## src/rtl/keypad_scanner.sv

```systemverilog
// Matrix keypad scanner: drives one column at a time, samples the synchronized
// row lines, debounces whole-frame results and queues accepted key codes.
module keypad_scanner #(
    parameter int ROWS       = 4,
    parameter int COLS       = 4,
    parameter int SCAN_DIV   = 65536,
    parameter int DEBOUNCE   = 3,
    parameter int FIFO_DEPTH = 4,
    localparam int CW = (ROWS * COLS > 1) ? $clog2(ROWS * COLS) : 1
) (
    input  logic            clk,
    input  logic            rst_n,
    input  logic [ROWS-1:0] fila,
    output logic [COLS-1:0] col,
    input  logic            key_rd,
    input  logic            ovf_clr,
    output logic [CW-1:0]   key_code,
    output logic            key_valid,
    output logic            key_held,
    output logic            ovf
);

    localparam int DW = $clog2(SCAN_DIV);
    localparam int IW = (COLS > 1) ? $clog2(COLS) : 1;
    localparam int NW = $clog2(DEBOUNCE + 1);
    localparam int AW = $clog2(FIFO_DEPTH);

    typedef enum logic {IDLE, PRESSED} state_t;

    logic [ROWS-1:0] fila_s1_reg, fila_s2_reg;
    logic [DW-1:0]   div_reg;
    logic [IW-1:0]   col_reg;
    logic            tick, last_col, frame_eval;

    logic            col_hit;
    logic [CW-1:0]   col_code;
    logic            merged_hit;
    logic [CW-1:0]   merged_code;
    logic            acc_hit_reg;
    logic [CW-1:0]   acc_code_reg;

    logic            cand_hit_reg, cand_hit_next;
    logic [CW-1:0]   cand_code_reg, cand_code_next;
    logic [NW-1:0]   cnt_reg, cnt_next;
    logic            stable;

    state_t          state_reg, state_next;
    logic [CW-1:0]   pressed_code_reg, pressed_code_next;
    logic            push;

    logic [CW-1:0]   mem_reg [FIFO_DEPTH];
    logic [AW-1:0]   wr_ptr_reg, rd_ptr_reg;
    logic [AW:0]     count_reg;
    logic            pop, full, do_write, drop;
    logic            ovf_reg;

    // Two-flop synchronizer for the asynchronous row lines
    always_ff @(posedge clk or negedge rst_n) begin
        if (!rst_n) begin
            fila_s1_reg <= '0;
            fila_s2_reg <= '0;
        end else begin
            fila_s1_reg <= fila;
            fila_s2_reg <= fila_s1_reg;
        end
    end

    assign tick       = (div_reg == DW'(SCAN_DIV - 1));
    assign last_col   = (col_reg == IW'(COLS - 1));
    assign frame_eval = tick && last_col;

    // Scan divider and column index; a column steps on every tick
    always_ff @(posedge clk or negedge rst_n) begin
        if (!rst_n) begin
            div_reg <= '0;
            col_reg <= '0;
        end else begin
            div_reg <= tick ? '0 : div_reg + DW'(1);
            if (tick) begin
                col_reg <= last_col ? '0 : col_reg + IW'(1);
            end
        end
    end

    // One-hot column drive decoded from the column index
    for (genvar gi = 0; gi < COLS; gi++) begin : g_col
        assign col[gi] = (col_reg == IW'(gi));
    end

    // Lowest active row of the current column, merged with the frame so far (lowest code wins)
    always_comb begin
        col_hit  = 1'b0;
        col_code = '0;
        for (int r = ROWS - 1; r >= 0; r--) begin
            if (fila_s2_reg[r]) begin
                col_hit  = 1'b1;
                col_code = CW'(r * COLS) + CW'(col_reg);
            end
        end
        merged_hit = acc_hit_reg || col_hit;
        if (col_hit && (!acc_hit_reg || col_code < acc_code_reg)) begin
            merged_code = col_code;
        end else begin
            merged_code = acc_code_reg;
        end
    end

    // Frame accumulator, cleared when the frame result is handed to the debouncer
    always_ff @(posedge clk or negedge rst_n) begin
        if (!rst_n) begin
            acc_hit_reg  <= 1'b0;
            acc_code_reg <= '0;
        end else if (tick) begin
            if (last_col) begin
                acc_hit_reg  <= 1'b0;
                acc_code_reg <= '0;
            end else begin
                acc_hit_reg  <= merged_hit;
                acc_code_reg <= merged_code;
            end
        end
    end

    // Candidate tracking: repeat of the same frame result extends the stable run
    always_comb begin
        cand_hit_next  = cand_hit_reg;
        cand_code_next = cand_code_reg;
        cnt_next       = cnt_reg;
        if (frame_eval) begin
            if (merged_hit == cand_hit_reg && merged_code == cand_code_reg) begin
                if (cnt_reg != NW'(DEBOUNCE)) begin
                    cnt_next = cnt_reg + NW'(1);
                end
            end else begin
                cand_hit_next  = merged_hit;
                cand_code_next = merged_code;
                cnt_next       = NW'(1);
            end
        end
        stable = frame_eval && (cnt_next == NW'(DEBOUNCE));
    end

    // Candidate register
    always_ff @(posedge clk or negedge rst_n) begin
        if (!rst_n) begin
            cand_hit_reg  <= 1'b0;
            cand_code_reg <= '0;
            cnt_reg       <= '0;
        end else begin
            cand_hit_reg  <= cand_hit_next;
            cand_code_reg <= cand_code_next;
            cnt_reg       <= cnt_next;
        end
    end

    // Debounce FSM state register
    always_ff @(posedge clk or negedge rst_n) begin
        if (!rst_n) begin
            state_reg        <= IDLE;
            pressed_code_reg <= '0;
        end else begin
            state_reg        <= state_next;
            pressed_code_reg <= pressed_code_next;
        end
    end

    // Debounce FSM: push once per newly accepted code, never for a held key
    always_comb begin
        state_next        = state_reg;
        pressed_code_next = pressed_code_reg;
        push              = 1'b0;
        case (state_reg)
            IDLE: begin
                if (stable && cand_hit_next) begin
                    state_next        = PRESSED;
                    pressed_code_next = cand_code_next;
                    push              = 1'b1;
                end
            end
            PRESSED: begin
                if (stable) begin
                    if (!cand_hit_next) begin
                        state_next = IDLE;
                    end else if (cand_code_next != pressed_code_reg) begin
                        pressed_code_next = cand_code_next;
                        push              = 1'b1;
                    end
                end
            end
            default: state_next = IDLE;
        endcase
    end

    assign key_held  = (state_reg == PRESSED);
    assign key_valid = (count_reg != '0);
    assign full      = (count_reg == (AW + 1)'(FIFO_DEPTH));
    assign pop       = key_rd && key_valid;
    assign do_write  = push && (!full || pop);
    assign drop      = push && full && !pop;
    assign key_code  = key_valid ? mem_reg[rd_ptr_reg] : '0;
    assign ovf       = ovf_reg;

    // FIFO storage; contents are only visible through key_valid so no reset is needed
    always_ff @(posedge clk) begin
        if (do_write) begin
            mem_reg[wr_ptr_reg] <= cand_code_next;
        end
    end

    // FIFO pointers, occupancy and sticky overflow (a drop beats a clear)
    always_ff @(posedge clk or negedge rst_n) begin
        if (!rst_n) begin
            wr_ptr_reg <= '0;
            rd_ptr_reg <= '0;
            count_reg  <= '0;
            ovf_reg    <= 1'b0;
        end else begin
            if (do_write) begin
                wr_ptr_reg <= wr_ptr_reg + AW'(1);
            end
            if (pop) begin
                rd_ptr_reg <= rd_ptr_reg + AW'(1);
            end
            case ({do_write, pop})
                2'b10:   count_reg <= count_reg + (AW + 1)'(1);
                2'b01:   count_reg <= count_reg - (AW + 1)'(1);
                default: count_reg <= count_reg;
            endcase
            if (drop) begin
                ovf_reg <= 1'b1;
            end else if (ovf_clr) begin
                ovf_reg <= 1'b0;
            end
        end
    end

endmodule

```

## config.mk

```make
export PLATFORM = sky130hd
export DESIGN_NAME = keypad_scanner
export DESIGN_NICKNAME = d
export VERILOG_FILES = /design/src/rtl/keypad_scanner.sv
export SDC_FILE = /design/constraint.sdc
export NUM_CORES = 1
export LEC_CHECK = 0
export BUFFER_PORTS_ARGS = -buffer_cell sky130_fd_sc_hd__buf_4
export CAP_MARGIN = 10
export CORE_AREA = 2 2 65 129
export CTS_CLUSTER_DIAMETER = 80
export DETAILED_ROUTE_END_ITERATION = 8
export DIE_AREA = 0 0 67 131
export GPL_TIMING_DRIVEN = 0
export MAX_ROUTING_LAYER = met4
export SLEW_MARGIN = 10
export SYNTH_ARGS = -nofsm -noshare
export SYNTH_HDL_FRONTEND = slang
export SYNTH_SLANG_ARGS = --single-unit
```

## constraint.sdc

```tcl
create_clock -name clk -period 4.63 [get_ports clk]
set_clock_uncertainty 0.2 [all_clocks]
set_input_delay 0.6945 -clock clk [delete_from_list [all_inputs] [get_ports clk]]
set_output_delay 0.6945 -clock clk [all_outputs]
set_load 0.1 [all_outputs]
```

-- After elaboration in Yosys (flattened, before gate mapping)
Memories as Yosys holds them, arrays and structs flattened.
Index checks and enable logic that the tools add are counted.
- bits in read-only memories: 0
- bits of input ports: 8
- latch bits: 0
- bits in registers: 51
- bits in writable memories: 16
- word-level logic and storage cells: 103
- output and inout port bits: 11
- memories: 1
- memory list (memory ; words ; bits a word ; read ports ; clocked after Yosys merged registers in ; write ports ; line ; RTL):
    mem_reg ; 4 ; 4 ; 1 ; 0 ; 1 ; 51 ; logic [CW-1:0] mem_reg [FIFO_DEPTH];
- magnitude comparators: 1
- shifts and indexed selects: 0
- div/mod/pow operators: 0
- multipliers: 0
- multiplexer cells: 39
- bitwise logic cells: 1
- equal/unequal tests: 16
- add/subtract/negate cells: 10
- reduce and logical (&&, ||, !) cells: 20
- operators with widths (kind ; count):
    $mux 4 ; 13
    $mux 1 ; 17
    $add 16x1->16 const B ; 1
    $eq 16x16->1 const B ; 1
    $mux 16 ; 1
    $logic_and 1x1->1 ; 9
    $add 2x1->2 const B ; 4
    $eq 2x2->1 const B ; 4
    $mux 2 ; 4
    $ne 2x2->1 const B ; 4
    $pmux 4 s2 ; 1
    $pmux 3 s2 ; 1
    $add 3x2->4 const A ; 1
    $add 3x3->4 const A ; 1
    $add 4x2->4 const A ; 1
    $eq 2x1->1 const B ; 2
    $eq 4x4->1 ; 1
    $lt 4x4->1 ; 1
    $ne 4x4->1 ; 1
    $pmux 1 s2 ; 2
    $reduce_and 4->1 ; 1
    $reduce_bool 2->1 ; 2
    $add 3x1->3 const B ; 1
    $eq 3x3->1 const B ; 1
    other kinds (8) ; 12

-- Depth between registers and ports, before layout
Gate-level depths: netlist of run 1.
- depth in word-level cells: 21
- gate-level depth with buffers: 18
- gate-level depth less buffers: 18

-- Worst setup path after synthesis of run 1
No wires, ideal clock.
- kind: flip-flop to flip-flop
- start: register fila_s2_reg[0]
- end: register count_reg[1]
- clock period less this slack: 4.337 ns
- cell stages (with the launch flop): 16
- data arrival time: 4.026 ns
- path buffers: 0
- setup slack: 0.293 ns
- library setup time: 0.111 ns
- required time: 4.319 ns
- cells stage by stage: dfrtp_1 -> nor4_1 -> nor2_1 -> ha_1 -> nor2b_1 -> o2111ai_1 -> a31o_1 -> a21o_1 -> a221o_1 -> or3_4 -> nor3_4 -> nor2_1 -> fa_1 -> o31a_1 -> o21ai_0 -> a222oi_1
- longest elaborated chain between the ends: 17
- elaborated cells on any way between the ends: 30
- classes of those cells: order compare (1); eq/ne (6); mux (15); reduce/logical (8)
- ends and longest elaborated chain (element ; line ; RTL):
    start, declared ; 30 ; logic [ROWS-1:0] fila_s1_reg, fila_s2_reg;
    start signal, assigned ; 64 ; fila_s2_reg <= fila_s1_reg;
    $mux 4 ; 95 ; if (fila_s2_reg[r]) begin
    $lt 4x4->1 ; 101 ; if (col_hit && (!acc_hit_reg || col_code < acc_code_reg)) begin
    $logic_or 1x1->1 ; 101 ;
    $logic_and 1x1->1 ; 101 ;
    $mux 4 ; 101 ;
    $eq 4x4->1 ; 130 ; if (merged_hit == cand_hit_reg && merged_code == cand_code_reg) begin
    $logic_and 1x1->1 ; 130 ;
    $mux 4 / $mux 2 (equally long branches) ; 130 ;
    $mux 4 / $mux 2 (equally long branches) ; 129 ; if (frame_eval) begin
    $ne 4x4->1 / $eq 2x2->1 (equally long branches) ; 184, 140 ;
    $mux 1 / $logic_and 1x1->1 (equally long branches) ; 184, 140 ;
    $mux 1 / $logic_and 1x1->1 (equally long branches) ; 182, 174 ;
    $mux 1 (on tied branches) ; 181, 174 ;
    $pmux 1 s2 * ; 172 ; case (state_reg)
    $logic_and 1x1->1 * ; 198 ; assign do_write = push && (!full || pop);
    $eq 2x1->1 / $eq 2x2->1 (equally long branches) ; 224 ; case ({do_write, pop})
    $pmux 3 s2 / $reduce_bool 2->1 (equally long branches) ; n/a ;
    end signal, assigned ; 225 ; 2'b10: count_reg <= count_reg + (AW + 1)'(1);
    end signal, assigned ; 226 ; 2'b01: count_reg <= count_reg - (AW + 1)'(1);
    end signal, assigned ; 227 ; default: count_reg <= count_reg;
    end, declared ; 53 ; logic [AW:0] count_reg;
Mark *: on every way between the ends. The rest lies on a longest branch, timed or not.
A chain may end at the register's enable or synchronous reset.

-- Worst setup path in the final report of run 1
- start: register fila_s2_reg[1]
- end: memory mem_reg[3][0] (netlist bit) (enable)
- longest elaborated chain between the ends: 18
- elaborated cells on any way between the ends: 30
- classes of those cells: order compare (1); eq/ne (4); mux (18); reduce/logical (7)
- ends and longest elaborated chain (element ; line ; RTL):
    $mux 4 (2 in a row) ; 95 ;
    $lt 4x4->1 ; 101 ;
    $logic_or 1x1->1 ; 101 ;
    $logic_and 1x1->1 ; 101 ;
    $mux 4 ; 101 ;
    $eq 4x4->1 ; 130 ;
    $logic_and 1x1->1 ; 130 ;
    $mux 4 / $mux 2 (equally long branches) ; 130 ;
    $mux 4 / $mux 2 (equally long branches) ; 129 ;
    $ne 4x4->1 / $eq 2x2->1 (equally long branches) ; 184, 140 ;
    $mux 1 / $logic_and 1x1->1 (equally long branches) ; 184, 140 ;
    $mux 1 / $logic_and 1x1->1 (equally long branches) ; 182, 174 ;
    $mux 1 (on tied branches) ; 181, 174 ;
    $pmux 1 s2 * ; 172 ;
    $logic_and 1x1->1 * ; 198 ;
    $mux 1 * ; 205 ; if (do_write) begin
    $mux 1 (not written as such) * ; 206 ; mem_reg[wr_ptr_reg] <= cand_code_next;
    end, declared ; 51 ;
Marked as above.

==> results.ini, run 1 <==
[setup_path]
r2r-start=fila_s2_reg[1]
crit_path_start_kind=flip-flop
crit_path_top_delay_cell=nor4_2
worstPathRequired_ns=4.44
critical_path.max_stage_delay_ns=0.59
end_kind=flip-flop
critPathLaunch=fila_s2_reg[1]
crit_arrival_ns=4.14
rrSetupSlack_ns=0.30
cp_max_fo=7
worstPathCellList=nor4_4, nor2_2, ha_4, nor2b_2, o2111ai_1, a31o_1, a21o_1, a221o_1, buf_4, nor4_2, and3_1, buf_2, and2_1
path_class=flip-flop to flip-flop

[global_routing]
track_usage=0.1784
overflow=0
grt_pass1_wl_um=11390
antenna_found_initial=0
grt_max_degree=52
grt_pass1_vias=2343

[clock_tree]
clkLatencyLatePin_ns=0.33
clock-sinks=67
cts-root-buf=clkbuf_16
hold_buffers=0
cts_buffers=9
cts_tree=done
clockBufferDepth=2
path_clk_slew_ns=0.05
htree_levels=3

[final_layout]
final_cell_mix=51 x dfrtp_1, 28 x nor2_1, 25 x buf_4
drive_above_1_share=0.2194
fin_area_um2=4044
area_growth_pct=17.70
final_common_cell=dfrtp_1
nNetsFinal=367
antenna_cells=0

[routing]
wirelength_um=6743
drt-initial-drc-count=177
vias=2421
first_pass_iters=4
routedWlPerCell_um=15.09
ant_nets=0
viasPerCell=5.416
drc=0

[run]
drv_cap=0

[power_and_ir_drop]
peakVddDrop_mv=0.2134
power.total_uw=1301
p_per_area_nw_per_um2=321.7
p_leak_uw=0.001802

[yosys]
syn_area_um2=3436
ys_seq_area_frac=0.5113
synth-async-reset-ratio=0.7612
synthFlopType=dfrtp_1
synthCells=311
yosysWarnings=0
syn_avg_cell_area_um2=11.05
synth_edf_count=16
ys_ff_latch=67
syn_nets=332
ys_types=57

[sta]
relSlewSlack=0.5790
tightest_slew_ns=0.6264
period_minus_slack_ns=4.327
min_period_over_period=0.9345
setup_viol=0
slew_violations=0
hold_viol_final=0
achievable-frequency_mhz=231.1

[floorplanning]
fp.dieH_um=131
io_pins=19
dieArea_um2=8777
rows=46
core_area_um2=7828
die_w_um=67
start_util=0.4389

[placement]
dpl_cell_area_um2=3691
gp_congestion=0.8018
dp_hpwl_um=4706
place.port_buffers=18

[hold_path]
hold_start=fila_s1_reg[3]
min_path_type=flip-flop to flip-flop

[status]
status=completed

metal layers:
metal / GRT usage / part of all wire
met1: 0.2306 / 0.45
met2: 0.2656 / 0.50
met3: 0.04709 / 0.033
met4: 0.07083 / 0.018
met5: - / 0
path summary, 6_finish.rpt:
| check | end | depth (start not counted) |
|---|---|---|
| max | mem_reg[3][0] | 13 |
| min | fila_s2_reg[3] | 0 |
| max reg2reg | mem_reg[3][0] | 13 |
| min reg2reg | fila_s2_reg[3] | 0 |
| max in group asynchronous | wr_ptr_reg[0] | 1 |
| min in group asynchronous | div_reg[7] | 1 |
critical path, delay by kind of cell, from the launching register on:
family / cells / cell delay, ns
simple gates: 6 / 1.75
compound gates: 4 / 1.04
flops: 1 / 0.42
buf+inv: 2 / 0.31
fa+ha+maj: 1 / 0.30
synth_stat cells, types with 2 or more instances:
| library cell | number | area (um2) |
|---|---|---|
| or4_1 | 2 | 15.01 |
| o22ai_1 | 3 | 18.77 |
| a22o_1 | 2 | 17.52 |
| inv_1 | 18 | 67.56 |
| or2_2 | 4 | 25.02 |
| nor2b_1 | 3 | 18.77 |
| and3_1 | 3 | 18.77 |
| xnor2_1 | 15 | 131.4 |
| a21o_1 | 2 | 15.01 |
| nand2_1 | 21 | 78.83 |
| mux2_2 | 8 | 90.09 |
| nor2_1 | 29 | 108.9 |
| nor4_1 | 4 | 25.02 |
| nand4_1 | 8 | 50.05 |
| buf_2 | 2 | 10.01 |
| and2_1 | 11 | 68.82 |
| a211oi_1 | 2 | 15.01 |
| nand3_1 | 13 | 65.06 |
| dfrtp_1 | 51 | 1276 |
| or3_1 | 4 | 25.02 |
| xor2_1 | 8 | 70.07 |
| mux4_2 | 4 | 90.09 |
| o21a_1 | 2 | 15.01 |
| edfxtp_1 | 16 | 480.5 |
| nor3_1 | 4 | 20.02 |
| a31oi_1 | 3 | 18.77 |
| ha_1 | 12 | 150.1 |
| a21oi_1 | 11 | 55.05 |
| o21ai_0 | 15 | 75.07 |
| clkbuf_1 | 4 | 15.01 |
what timing repair did:
| action | in CTS | in global routing |
|---|---|---|
| hold endpoints to repair | 0 | 0 |
| setup buffers | 0 | 6 |
| pin swaps | 1 | 9 |
| endpoints found under the setup margin | 18 | 18 |
| resized for setup | 3 | 5 |
cell type report:
type,instances,area (um2)
fillers,721,3784
inverters,18,67.56
repair buffers,24,180.2
flip-flops and latches,67,1757
clock inverters,6,32.53
plain buffers,9,76.32
well taps,96,120.1
multi-input cells,217,1582
clock buffers,10,229.0
power by group:
group / switching [uW] / internal (uW) / total [uW] / leakage, uW
logic: 38.8 / 34.8 / 73.6 / 0.000820
clock network: 241 / 357 / 597 / 0.000132
registers: 14.4 / 615 / 630 / 0.000851
total: 294 / 1010 / 1300 / 0.00180
logic make-up after synthesis:
logic type               Yosys count  share of synthesized area
flip-flops                        67                     0.5113
AND/OR/NAND/NOR                  112                     0.1682
AO/OA/AOI/OAI                     57                     0.1180
buffers and inverters             27                    0.04188
multiplexers                      12                    0.05244
adder cells (fa/ha/maj)           13                    0.04953
XOR/XNOR                          23                    0.05863
through the flow:
stage               std cells  hold WS (ns)  utilization  TNS [ns]  setup WS [ns]
finish                    447        0.1484       0.5166         0         0.3034
global route              447        0.1656       0.5166  -0.01127       -0.01127
CTS                       441        0.1523       0.5077         0        0.01189
detailed placement        425        0.1403       0.4715    -5.181        -0.3115
global placement          425        0.1339       0.4715    -4.954        -0.2906
floorplan                 311        0.1312            -         0         0.2927
(Power assumes the default switching activity.)
==> run 2, diff against run 1 <==
--- a/config.mk
+++ b/config.mk
@@ -7,12 +7,13 @@
 export LEC_CHECK = 0
 export BUFFER_PORTS_ARGS = -buffer_cell sky130_fd_sc_hd__buf_4
 export CAP_MARGIN = 10
-export CORE_AREA = 2 2 65 129
+export CORE_AREA = 2 2 59 117
 export CTS_CLUSTER_DIAMETER = 80
 export DETAILED_ROUTE_END_ITERATION = 8
-export DIE_AREA = 0 0 67 131
+export DIE_AREA = 0 0 61 119
 export GPL_TIMING_DRIVEN = 0
 export MAX_ROUTING_LAYER = met4
+export PLACE_DENSITY = 0.74
 export SLEW_MARGIN = 10
 export SYNTH_ARGS = -nofsm -noshare
 export SYNTH_HDL_FRONTEND = slang
==> run 2 against run 1 <==
Compared with the run above: final area is 0.62% higher; non-clock buffer count stayed put; via count is 0.54% lower; clock power is 12% higher; largest cell class unchanged; highest routed layer unchanged.
==> results.ini, run 2 (same netlist as run 1, synthesis figures left out) <==
[global_routing]
overflow=0  ; unchanged
track_usage=0.2073  ; was 0.1784
grt_pass1_wl_um=10910  ; was 11390 um
grt_max_degree=52  ; unchanged
antenna_found_initial=0  ; unchanged
grt_pass1_vias=2400  ; was 2343

[floorplanning]
dieArea_um2=7259  ; was 8777 um2
start_util=0.5316  ; was 0.4389
fp.dieH_um=119  ; was 131 um
io_pins=19  ; unchanged
rows=42  ; was 46
core_area_um2=6464  ; was 7828 um2
die_w_um=61  ; was 67 um

[sta]
hold_viol_final=0  ; unchanged
achievable-frequency_mhz=222.7  ; was 231.1 MHz
tightest_slew_ns=0.7089  ; was 0.6264 ns
slew_violations=0  ; unchanged
setup_viol=0  ; unchanged
relSlewSlack=0.5231  ; was 0.5790
period_minus_slack_ns=4.490  ; was 4.327 ns
setup_tns_ns=0  ; unchanged
min_period_over_period=0.9699  ; was 0.9345

[setup_path]
crit_path_start_kind=flip-flop  ; unchanged
path_class=flip-flop to flip-flop  ; unchanged
worstPathRequired_ns=4.64  ; was 4.44 ns
end_kind=flip-flop  ; unchanged
cp_max_fo=5  ; was 7
crit_arrival_ns=4.50  ; was 4.14 ns

[clock_tree]
htree_levels=3  ; unchanged
clockBufferDepth=2  ; unchanged
cts_tree=done  ; unchanged
clock-sinks=67  ; unchanged
cts-root-buf=clkbuf_16  ; unchanged
path_clk_slew_ns=0.05  ; about the same
hold_buffers=0  ; unchanged
cts_buffers=9  ; unchanged
clkLatencyLatePin_ns=0.33  ; about the same

[final_layout]
drive_above_1_share=0.2137  ; was 0.2194
final.fill_count=526  ; was 721
register_area_um2=1758  ; was 1757 um2
final_common_cell=dfrtp_1  ; unchanged
multi_input_area_um2=1578  ; was 1582 um2
final_cell_mix=50 x dfrtp_1, 28 x nor2_1, 25 x buf_4  ; was 51 x dfrtp_1, 28 x nor2_1, 25 x buf_4
nNetsFinal=367  ; unchanged
antenna_cells=0  ; unchanged
fin_area_um2=4069  ; was 4044 um2
area_growth_pct=18.43  ; was 17.70%
final_cells=439  ; was 447

[routing]
ant_nets=0  ; unchanged
routedWlPerCell_um=14.88  ; was 15.09 um
drc=0  ; unchanged
wirelength_um=6534  ; was 6743 um
vias=2408  ; was 2421
drt-initial-drc-count=169  ; was 177
first_pass_iters=6  ; was 4
viasPerCell=5.485  ; was 5.416

[power_and_ir_drop]
peakVddDrop_mv=0.2782  ; was 0.2134 mV
power.total_uw=1372  ; was 1301 uW
p_leak_uw=0.001825  ; was 0.001802 uW
p_per_area_nw_per_um2=337.2  ; was 321.7 nW/um2

[hold_path]
min_path_type=flip-flop to flip-flop  ; unchanged

[placement]
gp_congestion=0.8542  ; was 0.8018
dpl_cell_area_um2=3681  ; was 3691 um2
place.port_buffers=18  ; unchanged
placedCellCount=417  ; was 425
dp_hpwl_um=4619  ; was 4706 um

[run]
drv_cap=0  ; unchanged

[status]
status=completed  ; unchanged

## run 2: changes by cell type in the layout (fill, tap and decap cells not counted), sizes merged
cell      before  now
bufinv         0    1
clkinvlp       1    0
clkinv         5    1
clkbuf        14   18
## run 2: repair_timing
item                                   CTS  global route
endpoints found under the hold margin    0             0
buffers inserted                         0             6
pin swaps                                1             7
setup endpoints to repair               20             2
gates resized for setup                  5             4
## run 2: worst paths after layout
path | startpoint | end | slack (ns) | depth (start not counted)
max in group asynchronous | rst_n | fila_s2_reg[1] | 3.57 | 1
min reg2reg | fila_s1_reg[1] | fila_s2_reg[1] | 0.15 | 0
max reg2reg | fila_s2_reg[1] | count_reg[1] | 0.14 | 15
min in group asynchronous | rst_n | div_reg[8] | 0.18 | 1
min | fila_s1_reg[1] | fila_s2_reg[1] | 0.15 | 0
max | fila_s2_reg[1] | count_reg[1] | 0.14 | 15
## run 2: through the flow
step,hold WS [ns],setup slack (ns),utilization
6_report,0.1478,0.1395,0.6295
5_1_grt,0.1560,-0.02717,0.6295
4_1_cts,0.1521,0.001489,0.6204
3_5_place_dp,0.1378,-0.3444,0.5695
3_3_place_gp,0.1351,-0.3157,0.5695
2_1_floorplan,0.1312,0.2927,-
## run 2: where the power goes
| group | internal, uW | total (uW) | switching, uW |
|---|---|---|---|
| Combinational | 34.4 | 71.8 | 37.4 |
| Clock | 445 | 671 | 226 |
| Sequential | 616 | 630 | 13.5 |
| Total | 1100 | 1370 | 277 |
## run 2: metal layers
layer  GRT usage  vias up  wire [um]
met2      0.3172       41       3445
met4     0.07880        0         97
met1      0.2589     1181       2808
met5           -        -          0
met3     0.05537        9        183
li1            -     1177          -
## run 2: final cells by class
cell class | instances | area share
sequential | 67 | 0.4320
clock inverter | 2 | 0.008610
clock buffer | 14 | 0.06488
multi-input combinational | 217 | 0.3878
buffer | 9 | 0.01876
tap | 88 | 0.02706
timing repair buffer | 24 | 0.04428
inverter | 18 | 0.01661
## run 2: critical path: stages (launching register included)
cell and delay, ns:
dfrtp_2 0.43, nor4_4 0.32, nor2_1 0.10, ha_1 0.39, nand4_1 0.16, a21bo_2 0.28
a31o_1 0.26, a21o_1 0.17, a221o_1 0.37, or3_4 0.38, nor3_4 0.25, nor2_1 0.08
fa_1 0.52, o31a_1 0.13, o21ai_0 0.08, a222oi_1 0.23
